File: src/rtl/sync_fifo_param.sv
// Parametrised single-clock FIFO with occupancy count, almost flags, sticky error flags and flush.
// Define SYNC_FIFO_FWFT_EN for first-word-fall-through reads; otherwise reads are registered (1-cycle latency).
module sync_fifo_param #(
  parameter int WIDTH    = 8,
  parameter int WORDS    = 64,
  parameter int AF_LEVEL = WORDS - 4,
  parameter int AE_LEVEL = 4
) (
  input  logic                       clk,
  input  logic                       rst_n,
  input  logic                       flush,
  input  logic                       winc,
  input  logic [WIDTH-1:0]           wdata,
  output logic                       wfull,
  input  logic                       rinc,
  output logic [WIDTH-1:0]           rdata,
  output logic                       rvalid,
  output logic                       rempty,
  output logic [$clog2(WORDS):0]     count,
  output logic                       almost_full,
  output logic                       almost_empty,
  output logic                       overflow,
  output logic                       underflow
);

  localparam int N = $clog2(WORDS);
  localparam logic [N:0] C_WORDS = (N+1)'(WORDS);
  localparam logic [N:0] C_AF    = (N+1)'(AF_LEVEL);
  localparam logic [N:0] C_AE    = (N+1)'(AE_LEVEL);

  logic [WIDTH-1:0] r_mem [WORDS];
  logic [N:0]       r_wptr;
  logic [N:0]       r_rptr;
  logic [N:0]       r_count;
  logic             r_ovf;
  logic             r_unf;

  logic w_full;
  logic w_empty;
  logic w_push;
  logic w_pop;

  // Flags decode only the registered count, so acceptance sees pre-edge state.
  assign w_full  = (r_count == C_WORDS);
  assign w_empty = (r_count == '0);
  assign w_push  = winc & ~w_full  & ~flush;
  assign w_pop   = rinc & ~w_empty & ~flush;

  always_ff @(posedge clk or negedge rst_n) begin
    if (!rst_n) begin
      r_wptr  <= '0;
      r_rptr  <= '0;
      r_count <= '0;
      r_ovf   <= 1'b0;
      r_unf   <= 1'b0;
    end else if (flush) begin
      r_wptr  <= '0;
      r_rptr  <= '0;
      r_count <= '0;
      r_ovf   <= 1'b0;
      r_unf   <= 1'b0;
    end else begin
      if (w_push) r_wptr <= r_wptr + 1'b1;
      if (w_pop)  r_rptr <= r_rptr + 1'b1;
      case ({w_push, w_pop})
        2'b10:   r_count <= r_count + 1'b1;
        2'b01:   r_count <= r_count - 1'b1;
        default: r_count <= r_count;
      endcase
      if (winc & w_full)  r_ovf <= 1'b1;
      if (rinc & w_empty) r_unf <= 1'b1;
    end
  end

  // Storage is never reset or flushed; only pointers define valid contents.
  always_ff @(posedge clk) begin
    if (w_push) r_mem[r_wptr[N-1:0]] <= wdata;
  end

`ifdef SYNC_FIFO_FWFT_EN
  assign rdata  = r_mem[r_rptr[N-1:0]];
  assign rvalid = ~w_empty;
`else
  logic [WIDTH-1:0] r_rdata;
  logic             r_rvalid;

  always_ff @(posedge clk or negedge rst_n) begin
    if (!rst_n) begin
      r_rdata  <= '0;
      r_rvalid <= 1'b0;
    end else if (flush) begin
      r_rdata  <= '0;
      r_rvalid <= 1'b0;
    end else begin
      r_rvalid <= w_pop;
      if (w_pop) r_rdata <= r_mem[r_rptr[N-1:0]];
    end
  end

  assign rdata  = r_rdata;
  assign rvalid = r_rvalid;
`endif

  assign wfull        = w_full;
  assign rempty       = w_empty;
  assign count        = r_count;
  assign almost_full  = (r_count >= C_AF);
  assign almost_empty = (r_count <= C_AE);
  assign overflow     = r_ovf;
  assign underflow    = r_unf;

endmodule

File: config.mk
export PLATFORM = sky130hd
export DESIGN_NAME = sync_fifo_param
export DESIGN_NICKNAME = d
export VERILOG_FILES = /design/src/rtl/sync_fifo_param.sv
export SDC_FILE = /design/constraint.sdc
export NUM_CORES = 1
export LEC_CHECK = 0
export ABC_AREA = 1
export BUFFER_PORTS_ARGS = -buffer_cell sky130_fd_sc_hd__buf_2
export CORE_ASPECT_RATIO = 1.1
export CORE_MARGIN = 2
export CORE_UTILIZATION = 45
export DETAILED_ROUTE_END_ITERATION = 12
export SLEW_MARGIN = 10
export SYNTH_ARGS = -nofsm -noshare
export SYNTH_HDL_FRONTEND = slang
export SYNTH_SLANG_ARGS = --single-unit
File: constraint.sdc
create_clock -name clk -period 2.95 [get_ports clk]
set_input_delay 0.59 -clock clk [delete_from_list [all_inputs] [get_ports clk]]
set_output_delay 0.59 -clock clk [all_outputs]
set_load 0.01 [all_outputs]
======== Yosys cells after proc, flatten, opt, wreduce, memory -nomap -nowiden ========
Memories as Yosys holds them, arrays and structs flattened.
Index checks and enable logic that the tools add are counted.
cells by class
  $add $sub $neg .......................... 4
  order comparisons ....................... 2
  equal/unequal tests ..................... 3
  multiplexer cells ....................... 15
  bitwise logic cells ..................... 9
  reduce and logical (&&, ||, !) cells .... 6
operator list
  kind                                                                    number
  7-bit 2-to-1 mux                                                        5
  7-bit by 1-bit adder with 7-bit output (second input constant)          3
  8-bit 2-to-1 mux                                                        2
  7-bit case mux with 2 select lines                                      1
  2-bit nonzero test                                                      4
  7-bit == test (second input constant)                                   1
  7-bit by 6-bit >= comparator with 1-bit output (second input constant)  1
  7-bit by 3-bit <= comparator with 1-bit output (second input constant)  1
  7-bit zero test                                                         1
  1-bit 2-to-1 mux                                                        7
  7-bit by 1-bit subtractor with 7-bit output (second input constant)     1
  1-bit bitwise AND                                                       6
  1-bit inverter                                                          3
  3-bit nonzero test                                                      1
  2-bit by 1-bit == test with 1-bit output (second input constant)        1
  2-bit == test (second input constant)                                   1
word-level totals
  register bits ........................... 32
  memory bits (writable) .................. 512
  input bits .............................. 13
  output and inout bits ................... 22
  logic and storage cells ................. 47
  memories kept ........................... 1
memories
  name   depth  width  read ports  clocked after Yosys merged registers in  write ports  line  source
  r_mem  64     8      1           0                                        1            31    logic [WIDTH-1:0] r_mem [WORDS];

======== Logic depth before layout (Yosys ltp) ========
  depth after elaboration ................. 7
  gate-level depth with buffers ........... 16
  depth with buffers taken out ............ 15

======== Worst setup path before layout ========
OpenSTA, ideal clock, no wires.
  kind .................................... flip-flop to flip-flop
  start ................................... register r_count[5], in the netlist count[5]
  end ..................................... register r_count[6], in the netlist count[6]
  setup time .............................. 117 ps
  arrival time ............................ 2293 ps
  data required time ...................... 2833 ps
  path slack .............................. 540 ps
  cell stages (with the launch flop) ...... 15
  path buffers ............................ 0
  period minus slack after synthesis ...... 2410 ps
  cells stage by stage .................... dfrtp_1 -> nor2_1 -> nand3_1 -> nor2_1 -> nor2_2 -> nand3_1 -> inv_1 -> fa_1 -> nand3_1 -> nand3_1 -> a21oi_1 -> o21bai_1 -> nand3b_1 -> nand3_1 -> nand2_1
between the ends
  word-level cells in the longest chain between the ends .. 7
  elaborated cells between the ends (all ways) .. 15
  those cells by class .................... 2 x add/sub; 3 x eq/ne; 2 x mux; 6 x bitwise; 2 x reduce/logical
ends and longest elaborated chain
  element                                                                    line  source
  start, declared                                                            34    logic [N:0] r_count;
  start signal, assigned                                                     66    2'b10: r_count <= r_count + 1'b1;
  start signal, assigned                                                     67    2'b01: r_count <= r_count - 1'b1;
  start signal, assigned                                                     68    default: r_count <= r_count;
  7-bit zero test *                                                          45    assign w_empty = (r_count == '0);
  named net rempty                                                           18    output logic rempty,
  1-bit inverter *                                                           47    assign w_pop = rinc & ~w_empty & ~flush;
  1-bit bitwise AND * (2 in a row)                                           47
  2-bit by 1-bit == test with 1-bit output or 2-bit == test (tied branches)  65    case ({w_push, w_pop})
  7-bit case mux with 2 select lines                                         65
  7-bit 2-to-1 mux                                                           56    end else if (flush) begin
The timed path passes the listed nets; every way through them passes the cells marked *.
A chain may end at the register's enable or synchronous reset.

======== Final worst setup path ========
  start ................................... register r_count[0], in the netlist count[0]
  end ..................................... memory r_mem[36][6] (enable)
between the ends
  word-level cells in the longest chain between the ends .. 6
ends and longest elaborated chain
  element                                 line  source
  7-bit == test                           44    assign w_full = (r_count == C_WORDS);
  1-bit inverter                          46    assign w_push = winc & ~w_full & ~flush;
  1-bit bitwise AND (2 in a row)          46
  1-bit 2-to-1 mux                        77    if (w_push) r_mem[r_wptr[N-1:0]] <= wdata;
  1-bit 2-to-1 mux (implied by the code)  77
  end, declared                           31
No other way between the ends.

==> out/qor.csv <==
stage,metric,value,unit
cts,path_clk_slew,0.07,ns
worst_setup_path,ff2ff_path_depth,10,
job,maxCapViolations,0,
routing,viasPerCell,5.20,
floorplan,core_area,50300,µm²
worst_setup_path,crit_type,flip-flop to flip-flop,
pwr,power.switching,0.00589,W
global_routing,grt_util_all_layers,22.4,%
worst_setup_path,crit_fanout,12,
place,place.gp.congestion,0.867,
status,status,finished clean,
timing,setup_viol,0,
cts,insertion_delay,0.60,ns
floorplan,dieArea,52800,µm²
yosys,netlist_area,22900,µm²
cells_and_area,fillers,4361,
routing,route.met3.wl,3370,µm
pwr,power.leakage,10.5,nW
routing,top_layer,met4,
worst_setup_path,r2r-start,count[0]$_DFFE_PN0P_,
pwr,clkPwrFrac,37.3,%
cells_and_area,drive_gt1_share,10.6,%
cts,cts_buffer_depth,3,
worst_setup_path,r2r_end,r_mem[36][6]$_DFFE_PP_,
worst_setup_path,worst_ep_required_time,3.24,ns
timing,min_period,2.66,ns
yosys,muxShareOfSynthArea,0,%
timing,fin_crit_sh,90.3,%
place,dp_hpwl,35600,µm
worst_setup_path,worstPathArrival,2.96,ns
cells_and_area,final_nets,2282,
global_routing,grt_pass1_wl,88800,µm
floorplan,die_x,219,µm
timing,worst_pin_slew,0.983,ns
cts,hold_buffers,0,
yosys,syn-num-nets,2187,
yosys,avgSynthCellArea,10.6,µm²
cells_and_area,final_cell_mix,"nand2_1 (1055), edfxtp_1 (512), nand3_1 (238)",
timing,slew_viol_final,0,
yosys,ys_ff_latch,542,
pwr,p_int,0.0145,W
cts,cts-root-buf,clkbuf_16,
pwr,p_seq_share,42.9,%
floorplan,rows,86,
cts,cts.sinks,542,
routing,m1WireLength,24400,µm
routing,dr_wl_met2,27800,µm
global_routing,grt_antenna_before_repair,1,
routing,via_count,15400,
yosys,synth-compound-area-share,0.704,%
yosys,synth_cell_types,30,
timing,rsz0062_at_grt,false,
cts,cts_buffers,54,
cells_and_area,final_common_cell,nand2_1,
cts,cts_tree,yes,
cts,htreeDepth,2,
worst_setup_path,cp-end-kind,flip-flop,
worst_setup_path,r2r_setup_slack,0.29,ns
cells_and_area,area_growth,14.9,%
cts,cts_setup_buffers,0,
timing,skew,0.0121,ns
timing,tns,0,ns
routing,drt_iter0_drc,1291,
min_path,hold_class,input port to asynchronous set/reset pin,
routing,drt_pre_antenna_iters,6,
global_routing,grt-ovfl-total,0,
pwr,pwr-share-comb,19.8,%
yosys,synthSimpleGateAreaFrac,24.4,%
yosys,synth_top_family_by_area,simple AND/OR/NAND/NOR gates,
floorplan,die_h,241,µm
global_routing,grt_start_max_net_pins,82,
global_routing,first_global_vias,15300,
routing,wl_per_cell,19.4,µm
timing,max_slew_margin,34.4,%
routing,drc,0,
floorplan,start_util,45.6,%
yosys,seq_area_frac_synth,70.4,%
routing,totalWireLength,57700,µm
worst_setup_path,worstSetupStartpointType,flip-flop,
yosys,postSynthCellCount,2166,
pwr,swShare,28.9,%
yosys,synth_warnings,0,
pwr,p_total,0.0203,W
routing,ant_nets,0,
pwr,ir_drop,0.522,mV
timing,hold_violations,0,
timing,fmax,375,MHz
yosys,synth_fa_ha_area_share,0.469,%
place,port_buffers,34,
floorplan,top_level_ports,35,
yosys,synth-xor-area-share,0.267,%
pwr,power_density,773,nW/µm²
## registers in the layout, indices dropped and copies added (netlist names)
register   count
r_rptr         6
count          7
rvalid         1
r_wptr         6
overflow       1
underflow      1
rdata          8
r_mem        512
## power by group through the flow
stage,sequential (W),combinational (W),clock [W]
final,0.00872,0.00403,0.00759
after global routing,0.00873,0.00453,0.00798
after CTS,0.00872,0.00405,0.00770
after detailed placement,0.00888,0.00402,0
after global placement,0.00888,0.00402,0
after floorplan,0.00885,0.00266,0
## cells in the mapped netlist, drive strengths merged
| cell | number | area share (%) |
|---|---|---|
| fa | 1 | 0.087 |
| nor3 | 6 | 0.15 |
| xnor2 | 5 | 0.19 |
| o21bai | 1 | 0.033 |
| o21ai | 11 | 0.24 |
| o22ai | 8 | 0.22 |
| xor2 | 2 | 0.076 |
| nand2 | 1056 | 17 |
| a21oi | 8 | 0.17 |
| inv | 87 | 1.4 |
| edfxtp | 512 | 67 |
| dfrtp | 30 | 3.3 |
| nand3b | 2 | 0.065 |
| nand3 | 238 | 5.2 |
| ha | 7 | 0.38 |
| clkinv | 3 | 0.049 |
| o41ai | 1 | 0.038 |
| buf | 90 | 2.1 |
| nor2 | 76 | 1.3 |
| nand4 | 9 | 0.38 |
| clkbuf | 13 | 0.21 |
## how the worst max path moves through the flow
stage | start | end | slack (ns) | cells after the start
2_1_floorplan | count[5]$_DFFE_PN0P_ | count[6]$_DFFE_PN0P_ | 0.54 | 14
3_3_place_gp | count[0]$_DFFE_PN0P_ | count[5]$_DFFE_PN0P_ | 0.37 | 15
3_5_place_dp | count[0]$_DFFE_PN0P_ | r_mem[36][6]$_DFFE_PP_ | 0.32 | 10
4_1_cts | count[0]$_DFFE_PN0P_ | r_mem[36][6]$_DFFE_PP_ | 0.32 | 10
5_1_grt | count[0]$_DFFE_PN0P_ | count[5]$_DFFE_PN0P_ | 0.08 | 15
6_report | count[0]$_DFFE_PN0P_ | r_mem[36][6]$_DFFE_PP_ | 0.29 | 10
## stage by stage
stage	worst slack [ns]	utilization [%]	hold slack (ns)	instance area, µm²	instances
global placement	0.366	48.5	0.495	24400	2865
detailed placement	0.325	48.5	0.507	24400	2865
floorplan	0.540	-	0.294	22900	2166
global route	0.0804	52.4	0.0841	26300	2965
CTS	0.317	52.4	0.0577	26300	2965
finish	0.286	52.4	0.0562	26300	2966
## cell type report
type / count / area (µm²) / share of cell area [%]
clock buffer: 71 / 1500 / 5.68
clock inverter: 29 / 475 / 1.81
tap: 660 / 826 / 3.14
sequential: 542 / 16100 / 61.3
inverter: 90 / 343 / 1.30
antenna: 1 / 2.50 / 0.00950
multi-input combinational: 1431 / 5920 / 22.5
timing repair buffer: 142 / 1130 / 4.30
## worst max-delay path: stages (launching register included)
cell and delay (ns):
dfrtp_1 0.47, inv_2 0.06, nand2_1 0.09, nor2_1 0.04, nand4_1 0.10, nand2_1 0.14, nor2_1 0.19, buf_4 0.23
nand4_2 0.54, nor2_1 0.29, buf_4 0.22
## repair_timing
item                       CTS  global route
hold endpoints to repair     0             0
resized for setup            0             1
setup endpoints to repair    0             1
## per-layer routing
metal	global-route usage [%]	vias up
met5	0	-
met4	9.13	0
met3	2.76	121
met2	37.2	508
met1	29.9	7412
li1	-	7392
## cells by family after synthesis
family	Yosys count
adder cells (fa/ha/maj)	8
buffers and inverters	193
XOR/XNOR	7
AND/OR/NAND/NOR	1387
flip-flops	542
AO/OA/AOI/OAI	29
No activity file was read; power rests on OpenSTA's default activity.
